**src/rtl/fifo_sync_param.sv**
```systemverilog
// Single-clock parametrised FIFO with occupancy count, threshold flags, sticky error flags,
// synchronous flush and a selectable standard or first-word-fall-through read port.
module fifo_sync_param #(
  parameter int unsigned WIDTH    = 16,
  parameter int unsigned DEPTH    = 8,
  parameter int unsigned AF_LEVEL = 6,
  parameter int unsigned AE_LEVEL = 1,
  parameter bit          FWFT     = 1'b0
) (
  input  logic                       clk,
  input  logic                       reset,
  input  logic [WIDTH-1:0]           data_in,
  input  logic                       wr_en,
  input  logic                       rd_en,
  input  logic                       flush,
  input  logic                       clear_err,
  output logic [WIDTH-1:0]           data_out,
  output logic                       FIFO_full,
  output logic                       FIFO_empty,
  output logic                       FIFO_almost_full,
  output logic                       FIFO_almost_empty,
  output logic [$clog2(DEPTH):0]     fill_count,
  output logic                       overflow,
  output logic                       underflow
);

  localparam int unsigned ADDR_W = $clog2(DEPTH);

  typedef logic [ADDR_W:0] ptr_t;

  localparam ptr_t DepthCnt = ptr_t'(DEPTH);
  localparam ptr_t AfCnt    = ptr_t'(AF_LEVEL);
  localparam ptr_t AeCnt    = ptr_t'(AE_LEVEL);

  logic [WIDTH-1:0] mem [DEPTH];

  ptr_t wr_ptr_q, wr_ptr_d;
  ptr_t rd_ptr_q, rd_ptr_d;
  ptr_t count_q, count_d;
  logic overflow_q, overflow_d;
  logic underflow_q, underflow_d;

  logic wr_acc;
  logic rd_acc;
  logic [ADDR_W-1:0] wr_idx;
  logic [ADDR_W-1:0] rd_idx;

  // Flags are pure decodes of the registered occupancy.
  assign FIFO_full         = (count_q == DepthCnt);
  assign FIFO_empty        = (count_q == '0);
  assign FIFO_almost_full  = (count_q >= AfCnt);
  assign FIFO_almost_empty = (count_q <= AeCnt);
  assign fill_count        = count_q;
  assign overflow          = overflow_q;
  assign underflow         = underflow_q;

  assign wr_acc = wr_en && !FIFO_full && !flush;
  assign rd_acc = rd_en && !FIFO_empty && !flush;
  assign wr_idx = wr_ptr_q[ADDR_W-1:0];
  assign rd_idx = rd_ptr_q[ADDR_W-1:0];

  always_comb begin
    wr_ptr_d    = wr_ptr_q;
    rd_ptr_d    = rd_ptr_q;
    count_d     = count_q;
    // Error events are recorded even during flush; a same-cycle event beats clear_err.
    overflow_d  = (overflow_q && !clear_err) || (wr_en && FIFO_full);
    underflow_d = (underflow_q && !clear_err) || (rd_en && FIFO_empty);
    if (flush) begin
      wr_ptr_d = '0;
      rd_ptr_d = '0;
      count_d  = '0;
    end else begin
      if (wr_acc) wr_ptr_d = wr_ptr_q + ptr_t'(1);
      if (rd_acc) rd_ptr_d = rd_ptr_q + ptr_t'(1);
      unique case ({wr_acc, rd_acc})
        2'b10:   count_d = count_q + ptr_t'(1);
        2'b01:   count_d = count_q - ptr_t'(1);
        default: count_d = count_q;
      endcase
    end
  end

  always_ff @(posedge clk or negedge reset) begin
    if (!reset) begin
      wr_ptr_q    <= '0;
      rd_ptr_q    <= '0;
      count_q     <= '0;
      overflow_q  <= 1'b0;
      underflow_q <= 1'b0;
    end else begin
      wr_ptr_q    <= wr_ptr_d;
      rd_ptr_q    <= rd_ptr_d;
      count_q     <= count_d;
      overflow_q  <= overflow_d;
      underflow_q <= underflow_d;
    end
  end

  // Storage is deliberately not reset.
  always_ff @(posedge clk) begin
    if (wr_acc) mem[wr_idx] <= data_in;
  end

  generate
    if (FWFT) begin : g_fwft
      assign data_out = FIFO_empty ? '0 : mem[rd_idx];
    end else begin : g_std
      logic [WIDTH-1:0] data_q;

      always_ff @(posedge clk or negedge reset) begin
        if (!reset) begin
          data_q <= '0;
        end else if (flush) begin
          data_q <= '0;
        end else if (rd_acc) begin
          data_q <= mem[rd_idx];
        end
      end

      assign data_out = data_q;
    end
  endgenerate

  // Pointer distance (MSB included) must always equal the occupancy counter.
  always_ff @(posedge clk) begin
    if (reset) begin
      assert (count_q == ptr_t'(wr_ptr_q - rd_ptr_q));
    end
  end

endmodule

```
**config.mk**
```make
export PLATFORM = sky130hd
export DESIGN_NAME = fifo_sync_param
export DESIGN_NICKNAME = d
export VERILOG_FILES = /design/src/rtl/fifo_sync_param.sv
export SDC_FILE = /design/constraint.sdc
export NUM_CORES = 1
export LEC_CHECK = 0
export CAP_MARGIN = 0
export CORE_ASPECT_RATIO = 0.7
export CORE_MARGIN = 2
export CORE_UTILIZATION = 35
export DETAILED_ROUTE_END_ITERATION = 6
export GPL_ROUTABILITY_DRIVEN = 0
export SLEW_MARGIN = 30
export SYNTH_ARGS = -nofsm -noshare
export SYNTH_HDL_FRONTEND = slang
export SYNTH_SLANG_ARGS = --single-unit
```
**constraint.sdc**
```tcl
create_clock -name clk -period 4.13 [get_ports clk]
set_input_delay 0.6195 -clock clk [delete_from_list [all_inputs] [get_ports clk]]
set_output_delay 0.6195 -clock clk [all_outputs]
set_load 0.05 [all_outputs]
```
* Word-level counts from Yosys, hierarchy flattened
Memories as Yosys holds them, arrays and structs flattened.
Cells that the tools add are included.
** Cells by class
- Reduce and logical (&&, ||, !) cells :: 18
- $add $sub $neg :: 4
- Order comparisons :: 2
- Mux-type cells :: 10
- Eq/ne operators :: 3
** Operators with widths (count)
- $mux 16 :: 2
- $mux 4 :: 5
- $add 4x1->4 const B :: 3
- $logic_and 1x1->1 :: 8
- $pmux 4 s2 :: 1
- $eq 4x4->1 const B :: 1
- $ge 4x3->1 const B :: 1
- $le 4x1->1 const B :: 1
- $logic_not 1->1 :: 4
- $logic_not 4->1 :: 1
- $reduce_bool 2->1 :: 2
- $sub 4x1->4 const B :: 1
- $reduce_bool 3->1 :: 1
- $eq 2x1->1 const B :: 1
- $eq 2x2->1 const B :: 1
- $logic_or 1x1->1 :: 2
- $mux 1 :: 2
** Word-level totals
- Memories :: 1
- Input port bits :: 22
- Flip-flop bits (word level) :: 30
- RAM bits :: 128
- Output and inout port bits :: 26
- Logic and storage cells :: 44
** Memories
- mem :: depth 8, bits a word 16, read ports 1, clocked after memory_dff 0, wr ports 1, line 35 : logic [WIDTH-1:0] mem [DEPTH];

* Depth between registers and ports, before layout
Gate-level depths: netlist of run 1.
- Depth after elaboration :: 7
- Gate-level depth with buffers :: 9
- Gate-level depth less buffers :: 7

* Worst setup path before layout of run 1
OpenSTA, ideal clock, no wires.
- Path kind :: reg-to-reg
- Start :: register count_q[1], in the netlist fill_count[1]
- End :: memory mem[0][0], enable pin
- Path slack :: 0.739 ns
- Buffers on the path :: 0
- Arrival :: 2.981 ns
- Library setup time :: 0.409 ns
- Cell stages (with the launch flop) :: 7
- Required time :: 3.721 ns
- Clock period less this slack :: 3.391 ns
- Cell sequence :: dfrtp_1 -> inv_1 -> ha_1 -> nand3b_1 -> nand2_1 -> or3_1 -> nor3_1
** Between the ends
- Word-level cells in the longest chain between the ends :: 6
** RTL lines
- from (decl) :: line 39 : ptr_t count_q, count_d;
- from (signal assigned) :: line 94 : count_q <= count_d;
- $eq 4x4->1 :: line 49 : assign FIFO_full = (count_q == DepthCnt);
- $logic_not 1->1 :: line 57 : assign wr_acc = wr_en && !FIFO_full && !flush;
- $logic_and 1x1->1 (2 in a row) :: line 57
- $mux 1 :: line 102 : if (wr_acc) mem[wr_idx] <= data_in;
- $mux 1 (implied by the code) :: line 102
- to (decl) :: line 35
No other way between the ends.

* Worst setup path in the final report of run 1
- Start :: register count_q[1], in the netlist fill_count[1]
- End :: output port FIFO_empty
** Between the ends
- Word-level cells in the longest chain between the ends :: 1
** RTL lines
- $logic_not 4->1 :: line 50 : assign FIFO_empty = (count_q == '0);
- to (decl) :: line 19 : output logic FIFO_empty,
No other way between the ends.

==> results of run 1 <==
==> state kept, by name, summed over array words and instances (netlist names) <==
name,flops
data_out,16
overflow,1
rd_ptr_q,3
fill_count,4
wr_ptr_q,3
underflow,1
mem,128
==> report_power, final <==
part / switching (µW) / total, µW / leakage [µW] / internal (µW)
registers: 124 / 1930 / 0.00153 / 1800
clock network: 639 / 1540 / 0.000270 / 901
logic: 650 / 1110 / 0.000720 / 462
==> final timing paths <==
check	startpoint	endpoint	slack [ns]	cells after the start
worst max-delay path	fill_count[1]	FIFO_empty	1.07	4
worst min-delay path	reset	data_out[7]	0.16	1
worst max register to register	fill_count[1]	mem[2][7]	1.59	7
worst min register to register	data_out[10]	data_out[10]	0.50	2
max in group asynchronous	reset	wr_ptr_q[0]	3.34	2
min in group clk	data_out[10]	data_out[10]	0.50	2
==> cells in the final DEF (no fill, tap or decap), drive strengths merged, types with 5 or more instances in the layout <==
cell	netlist	final
mux2i	19	19
nand2	25	25
inv	7	13
nor2	18	18
clkinvlp	0	5
dfrtp	28	28
clkdlybuf4s50	0	46
ha	7	7
buf	14	17
o21ai	17	17
mux4	32	32
clkbuf	3	18
edfxtp	128	128
==> cell families after synthesis <==
group / count (synthesis) / share of synthesized area, %
buffers and inverters: 24 / 2.09
and+or+nand+nor: 61 / 4.72
xor gates and xnor gates: 6 / 0.851
muxes: 51 / 14.7
DFF: 156 / 73.5
AOI/OAI and AO/OA: 28 / 2.65
adders and majority gates: 7 / 1.42
==> cell type report <==
type                            count  share of cell area [%]
Timing Repair Buffer               63                    7.91
Multi-Input combinational cell    153                    20.1
Tap cell                          231                    3.82
Sequential cell                   156                    60.1
Clock buffer                       18                    5.68
Inverter                            7                   0.348
Clock inverter                     13                    2.05
==> worst max-delay path: cells and delay by family, from the launching register on <==
family	cells	cell delay [ns]
fa+ha+maj	1	0.24
flops	1	0.48
buf+inv	2	1.04
simple gates	1	0.28
==> per-stage QoR <==
| stage | instances | hold slack (ns) | utilization (%) | area (µm²) | total power, µW |
|---|---|---|---|---|---|
| 4_1_cts | 641 | 0.163 | 43.9 | 7560 | 4630 |
| 6_report | 641 | 0.157 | 43.9 | 7560 | 4580 |
| 3_3_place_gp | 609 | 0.472 | 40.4 | 6960 | 3040 |
| 2_1_floorplan | 333 | 0.324 | - | 6180 | 2720 |
| 5_1_grt | 641 | 0.178 | 43.9 | 7560 | 4770 |
| 3_5_place_dp | 610 | 0.478 | 40.5 | 6980 | 3090 |
==> metal layers <==
layer / vias to the layer above / global-route usage [%] / part of all wire (%)
li1: 1436 / - / -
met1: 1651 / 20.6 / 49
met2: 86 / 21.7 / 45
met3: 12 / 4.08 / 5.1
met4: 0 / 5.13 / 0.83
met5: - / 0 / 0
==> impl_metrics.py, run 1 <==
metrics = {
    "clocking": {
        "numCtsBuffers": 17,
        "ctsResizeCount": 0,
        "htreeDepth": 4,
        "cts_hold_buf": 0,
        "cts_tree": "yes",
        "cts-root-buf": "clkbuf_16",
        "cts_sinks": 156,
        "cts.clk_slew.worst_paths_ns": 0.06,
        "post-cts-setup-buffer-count": 0,
        "clockBufferDepth": 2,
        "clk_latency_ns": 0.42,
    },
    "logic_synthesis": {
        "synth_top_area_share_pct": 62.2,
        "synth_common_cells": "edfxtp_1 (128), mux4_2 (32), dfrtp_1 (28), nand2_1 (25), mux2i_1 (19)",
        "ys.flop_type": "edfxtp_1",
        "postSynthCellCount": 333,
        "ys_ff_latch": 156,
        "synthArstFlopShare_pct": 17.9,
        "yosys_warnings": 0,
        "yosysSeqAreaShare_pct": 73.5,
        "ys_types": 34,
        "synth_largest_area_cell": "edfxtp_1",
        "netlist_area_mm2": 0.00618,
        "synth_area_leaders": "edfxtp_1 (62%), mux4_2 (12%), dfrtp_1 (11%)",
        "syn_avg_cell_area_um2": 18.6,
        "syn_nets": 362,
        "synth_edf_count": 128,
        "yosysMostFrequentCell": "edfxtp_1",
    },
    "routing": {
        "routed_wl_mm": 12.8,
        "wl_per_cell_um": 19.9,
        "drt_iter0_markers": 201,
        "antenna_left": 0,
        "drt_drc_violations_left": 0,
        "first_pass_iters": 6,
        "viasPerCell": 4.97,
        "via_count": 3185,
    },
    "sta": {
        "setup-violations-final": 0,
        "fin_crit_ns": 3.06,
        "fin_skew_ns": 0.0113,
        "hold_violations": 0,
        "maxSlewHeadroom_pct": 42.3,
        "drv_slew": 0,
        "tightest_slew_ns": 0.865,
        "tns_ns": 0,
        "setup_ws_ns": 1.07,
        "finalCritPeriodShare_pct": 74.1,
        "rsz0062_at_grt": "false",
        "fmax_mhz": 327,
    },
    "finish": {
        "synthToLayoutAreaGrowth_pct": 22.3,
        "nets": 427,
        "multi_input_area_mm2": 0.00152,
        "fillCellCount": 1542,
        "ff_latch_area_mm2": 0.00455,
        "final_layout_size_suffix_gt1_share_pct": 20.7,
        "n_antenna_cell": 0,
    },
    "setup_path": {
        "cp_max_fo": 8,
        "max_stage_delay_ns": 0.86,
        "worstPathArrival_ns": 2.44,
        "crit_type": "reg2out",
        "startpoint_type": "flop",
        "path_cells": "inv_1 -> ha_1 -> nor3b_2 -> clkdlybuf4s50_1",
        "cp_data_required_time_ns": 3.51,
        "end_kind": "output port",
        "cp_slowest_cell": "clkdlybuf4s50_1",
    },
    "floorplan": {
        "coreArea_mm2": 0.0172,
        "die_y_um": 115,
        "rows": 40,
        "start_util_pct": 35.9,
        "die_x_um": 163,
        "ios": 48,
        "die-area_mm2": 0.0188,
    },
    "placement": {
        "place.port_buffers": 47,
        "place_ws_ns": 1.33,
        "dp_hpwl_mm": 8.21,
    },
    "power_and_ir_drop": {
        "ir_drop_uv": 267,
        "powerDensity_mw_per_mm2": 606,
        "p_leak_uw": 0.00252,
    },
    "run": {
        "max-cap-violations": 0,
    },
    "run_status": {
        "status": "completed",
    },
    "global_routing": {
        "grt_max_degree": 22,
        "grt_use_total_pct": 14.6,
        "grt_pass1_vias": 3279,
        "antenna_found_initial": 0,
        "grt_pass1_wl_mm": 19.6,
        "gr-total-overflow": 0,
    },
    "hold_path": {
        "min_path_type": "in2async",
    },
}
(Power assumes the default switching activity.)
==> inputs of run 2 (changes only) <==
==> constraint.sdc (replaced) <==
create_clock -name clk -period 3.1 [get_ports clk]
set_input_delay 0.465 -clock clk [delete_from_list [all_inputs] [get_ports clk]]
set_output_delay 0.465 -clock clk [all_outputs]
set_load 0.05 [all_outputs]
==> run 2 against run 1 <==
- final cell count is 0.78% higher
- first-iteration DRC count up 25%
- critical path depth did not move
- critical endpoint unchanged
- largest power group unchanged
==> impl_metrics.py, run 2 (synthesized netlist as in run 1, its figures left out) <==
metrics = {
    "power_and_ir_drop": {
        "intPower_uw": 4070,
        "combPwrFrac_pct": 25.8,
        "p_seq_share_pct": 41.7,
        "clkPwrFrac_pct": 32.5,
        "power.share.switching_pct": 31.8,
        "p_leak_uw": 0.00255,
        "switchingPower_uw": 1900,
        "ir_drop_uv": 720,
        "powerDensity_mw_per_mm2": 790,
        "finalPower_uw": 5970,
    },
    "finish": {
        "layout_common_cells": "edfxtp_1 (128), clkdlybuf4s50_1 (47), mux4_2 (32)",
        "fin_cells": 646,
        "fillCellCount": 1505,
        "final_layout_size_suffix_gt1_share_pct": 21.2,
        "n_antenna_cell": 0,
        "synthToLayoutAreaGrowth_pct": 22.3,
        "multi_input_area_mm2": 0.00152,
        "top_register": "mem",
        "nets": 431,
        "largest_reg_flops": 128,
        "ff_latch_area_mm2": 0.00454,
        "layout_commonest_cell": "edfxtp_1",
    },
    "sta": {
        "finalCritPeriodShare_pct": 95.2,
        "tightest_slew_ns": 0.742,
        "fin_skew_ns": 0.0154,
        "maxSlewHeadroom_pct": 50.5,
        "hold_violations": 0,
        "tns_ns": 0,
        "setup-violations-final": 0,
        "drv_slew": 0,
        "setup_ws_ns": 0.150,
        "fmax_mhz": 339,
        "rsz0062_at_grt": "false",
        "fin_crit_ns": 2.95,
    },
    "routing": {
        "routed_wl_mm": 12.3,
        "antenna_left": 0,
        "drt_iter0_markers": 252,
        "via_count": 3144,
        "viasPerCell": 4.87,
        "wl_per_cell_um": 19.1,
        "first_pass_iters": 4,
        "drt_drc_violations_left": 0,
    },
    "setup_path": {
        "max_stage_delay_ns": 0.86,
        "startpoint_type": "flop",
        "worstReg2RegEnd": "mem[2][11]",
        "cp_data_required_time_ns": 2.63,
        "path_cells": "inv_1 -> ha_1 -> nor3b_2 -> clkdlybuf4s50_1",
        "end_kind": "output port",
        "worstPathArrival_ns": 2.49,
        "r2r-start": "fill_count[1]",
        "rr_worst_depth": 7,
        "cp_max_fo": 8,
        "crit_type": "reg2out",
        "rrSetupSlack_ns": 0.59,
        "cp_slowest_cell": "clkdlybuf4s50_1",
    },
    "clocking": {
        "cts-root-buf": "clkbuf_16",
        "clockBufferDepth": 2,
        "cts.clk_slew.worst_paths_ns": 0.06,
        "htreeDepth": 4,
        "clk_latency_ns": 0.43,
        "numCtsBuffers": 17,
        "ctsResizeCount": 0,
        "cts_tree": "yes",
        "cts_sinks": 156,
        "post-cts-setup-buffer-count": 0,
        "cts_hold_buf": 0,
    },
    "placement": {
        "place.port_buffers": 47,
        "dp.cells": 614,
        "place_ws_ns": 0.613,
        "dp_hpwl_mm": 7.68,
    },
    "global_routing": {
        "grt_use_total_pct": 14.3,
        "gr-total-overflow": 0,
        "grt_max_degree": 35,
        "grt_pass1_wl_mm": 19.5,
        "antenna_found_initial": 0,
        "grt_pass1_vias": 3372,
    },
    "floorplan": {
        "start_util_pct": 35.9,
        "die_y_um": 115,
        "ios": 48,
        "die-area_mm2": 0.0188,
        "coreArea_mm2": 0.0172,
        "rows": 40,
        "die_x_um": 163,
    },
    "run_status": {
        "status": "completed",
    },
    "hold_path": {
        "min_path_type": "in2async",
    },
    "run": {
        "max-cap-violations": 0,
    },
}
run 2: cell count changes in the layout (fill, tap and decap cells not counted), moves of 2 or more:
| cell | before | now |
|---|---|---|
| buf_4 | 15 | 20 |
| bufinv_16 | 2 | 0 |
| clkinv_4 | 0 | 5 |
| clkinvlp_4 | 5 | 1 |
run 2: through the flow:
| step | cell area [µm²] | hold WS, ns | utilization (%) |
|---|---|---|---|
| 6_report | 7560 | 0.454 | 43.9 |
| 5_1_grt | 7560 | 0.499 | 43.9 |
| 4_1_cts | 7560 | 0.469 | 43.9 |
| 3_5_place_dp | 7000 | 0.478 | 40.6 |
| 3_3_place_gp | 7000 | 0.470 | 40.6 |
| 2_1_floorplan | 6180 | 0.169 | - |
run 2: worst max-delay path by stage:
stage                     cells after the start          to     startpoint  slack [ns]
after floorplan                               5   mem[1][0]  fill_count[1]        0.08
after global placement                        4  FIFO_empty  fill_count[1]        0.71
after detailed placement                      4  FIFO_empty  fill_count[1]        0.61
after CTS                                     4  FIFO_empty  fill_count[1]        0.17
after global routing                          4  FIFO_empty  fill_count[1]        0.04
final                                         4  FIFO_empty  fill_count[1]        0.15
run 2: power by group through the flow:
stage	Combinational, µW	Clock (µW)	Sequential [µW]
2_1_floorplan	818	0	2810
3_3_place_gp	1550	0	2530
3_5_place_dp	1560	0	2540
4_1_cts	1560	1990	2490
5_1_grt	1660	2080	2510
6_report	1540	1940	2490
run 2: worst max-delay path, delay by kind of cell (launching register included):
family        cells  cell delay, ns
buf+inv           2            1.03
fa+ha+maj         1            0.26
simple gates      1            0.32
flops             1            0.46
run 2: cell type report:
class,instances,share of cell area [%]
Tap cell,231,3.82
Clock buffer,18,5.68
Timing Repair Buffer,67,8.21
Inverter,7,0.348
Multi-Input combinational cell,153,20.1
Sequential cell,156,60.1
Clock inverter,14,1.75
run 2: routing by layer:
layer	GRT usage [%]	part of all wire (%)	routed length [µm]	up-vias
li1	-	-	-	1440
met1	20.2	49	6100	1626
met2	21.8	45	5550	71
met3	3.86	4.6	573	7
met4	4.25	0.83	102	0
met5	0	0	0	-
==> inputs of run 3 (changes only) <==
--- a/config.mk
+++ b/config.mk
@@ -5,12 +5,14 @@
 export SDC_FILE = /design/constraint.sdc
 export NUM_CORES = 1
 export LEC_CHECK = 0
+export ABC_AREA = 0
 export CAP_MARGIN = 0
 export CORE_ASPECT_RATIO = 0.7
 export CORE_MARGIN = 2
 export CORE_UTILIZATION = 35
 export DETAILED_ROUTE_END_ITERATION = 6
 export GPL_ROUTABILITY_DRIVEN = 0
+export SETUP_SLACK_MARGIN = 0.15
 export SLEW_MARGIN = 30
 export SYNTH_ARGS = -nofsm -noshare
 export SYNTH_HDL_FRONTEND = slang
==> run 3 against run 2 <==
- fmax rose by 8.2%
- setup slack improved by 0.22 ns
- power grew 1.1%
==> impl_metrics.py, run 3 (synthesized netlist as in run 1, its figures left out) <==
metrics = {
    "clocking": {
        "clk_latency_ns": 0.41,
        "post-cts-setup-buffer-count": 0,
        "cts_hold_buf": 0,
        "numCtsBuffers": 17,
        "clockBufferDepth": 2,
        "ctsResizeCount": 0,
        "cts.clk_slew.worst_paths_ns": 0.06,
        "cts_tree": "yes",
        "htreeDepth": 4,
        "cts-root-buf": "clkbuf_16",
        "cts_sinks": 156,
    },
    "finish": {
        "final_layout_size_suffix_gt1_share_pct": 20.6,
        "final_area_mm2": 0.00758,
        "nets": 429,
        "largest_reg_flops": 128,
        "layout_common_cells": "edfxtp_1 (128), clkdlybuf4s50_1 (45), mux4_2 (32)",
        "top_register": "mem",
        "final_util_pct": 44.0,
        "synthToLayoutAreaGrowth_pct": 22.7,
        "fillCellCount": 1515,
        "layout_commonest_cell": "edfxtp_1",
        "n_antenna_cell": 0,
    },
    "routing": {
        "antenna_left": 0,
        "viasPerCell": 4.99,
        "via_count": 3213,
        "first_pass_iters": 4,
        "routed_wl_mm": 12.6,
        "drt_drc_violations_left": 0,
        "drt_iter0_markers": 218,
        "wl_per_cell_um": 19.5,
    },
    "setup_path": {
        "critical_path_buf_inv_count": 2,
        "critPathTopFamily": "buffers and inverters",
        "end_kind": "output port",
        "rr_worst_depth": 7,
        "worstReg2RegEnd": "mem[6][9]",
        "r2r-start": "fill_count[1]",
        "cp_slowest_cell": "clkdlybuf4s50_1",
        "cp_max_fo": 8,
        "startpoint_type": "flop",
        "path_cells": "inv_1 -> ha_1 -> nor2_1 -> nor3_1 -> clkdlybuf4s50_1",
        "crit_type": "reg2out",
        "max_stage_delay_ns": 0.83,
        "rrSetupSlack_ns": 0.61,
        "worstPathArrival_ns": 2.26,
        "cp_data_required_time_ns": 2.63,
    },
    "sta": {
        "fmax_mhz": 367,
        "finalCritPeriodShare_pct": 88.0,
        "drv_slew": 0,
        "fin_crit_ns": 2.73,
        "tns_ns": 0,
        "fin_skew_ns": 0.0102,
        "maxSlewHeadroom_pct": 50.8,
        "rsz0062_at_grt": "false",
        "setup-violations-final": 0,
        "tightest_slew_ns": 0.738,
        "hold_violations": 0,
    },
    "placement": {
        "dp_hpwl_mm": 7.68,
        "placed_cell_area_mm2": 0.00698,
        "place.port_buffers": 47,
    },
    "floorplan": {
        "die-area_mm2": 0.0188,
        "coreArea_mm2": 0.0172,
        "rows": 40,
        "die_x_um": 163,
        "ios": 48,
        "start_util_pct": 35.9,
        "die_y_um": 115,
    },
    "power_and_ir_drop": {
        "powerDensity_mw_per_mm2": 797,
        "finalPower_uw": 6040,
        "ir_drop_uv": 416,
        "p_leak_uw": 0.00258,
    },
    "global_routing": {
        "gr-total-overflow": 0,
        "grt_use_total_pct": 14.4,
        "grt_pass1_wl_mm": 19.4,
        "antenna_found_initial": 0,
        "grt_max_degree": 35,
        "grt_pass1_vias": 3266,
    },
    "hold_path": {
        "min_path_type": "in2async",
    },
    "run": {
        "max-cap-violations": 0,
    },
    "run_status": {
        "status": "completed",
    },
}
[run 3: power breakdown]
part	leakage [µW]	internal [µW]	total [µW]	switching [µW]
sequential	0.00154	2400	2500	94.0
clock	0.000297	1250	2020	771
combinational	0.000751	608	1520	913
total	0.00258	4260	6040	1780
[run 3: worst max-delay path by stage]
| stage | startpoint | endpoint | slack (ns) | cells past startpoint |
|---|---|---|---|---|
| finish | fill_count[1] | FIFO_almost_empty | 0.37 | 5 |
| global route | fill_count[1] | FIFO_almost_empty | 0.20 | 5 |
| CTS | fill_count[1] | FIFO_empty | 0.19 | 4 |
| detailed placement | fill_count[1] | mem[6][15] | 0.65 | 7 |
| global placement | fill_count[1] | FIFO_empty | 0.69 | 4 |
| floorplan | fill_count[1] | mem[2][0] | 0.14 | 6 |
[run 3: per-layer routing]
layer	share of wire (%)	wire length (µm)	track usage, %	up-vias
li1	-	-	-	1429
met1	46	5800	20.3	1677
met2	46	5830	21.8	101
met3	6.7	846	4.47	6
met4	0.60	75	3.89	0
met5	0	0	0	-
[run 3: per-stage QoR]
stage | hold slack (ns) | instances | setup WS (ns)
global placement | 0.467 | 612 | 0.690
finish | 0.459 | 644 | 0.373
detailed placement | 0.474 | 612 | 0.648
floorplan | 0.169 | 333 | 0.136
CTS | 0.468 | 644 | 0.191
global route | 0.473 | 644 | 0.197
[run 3: area by class of cell]
cell class | instances | area, µm² | area share, %
repair buffers | 65 | 611 | 8.06
clock buffers | 28 | 569 | 7.51
well taps | 231 | 289 | 3.81
flip-flops and latches | 156 | 4540 | 60.0
inverters | 7 | 26.3 | 0.347
clock inverters | 4 | 21.3 | 0.281
multi-input cells | 153 | 1520 | 20.0
[run 3: worst reg2reg max path, delay by kind of cell (launching register included)]
family	cells	cell delay [ns]
flops	1	0.47
simple gates	4	1.00
buf+inv	2	0.45
fa+ha+maj	1	0.25
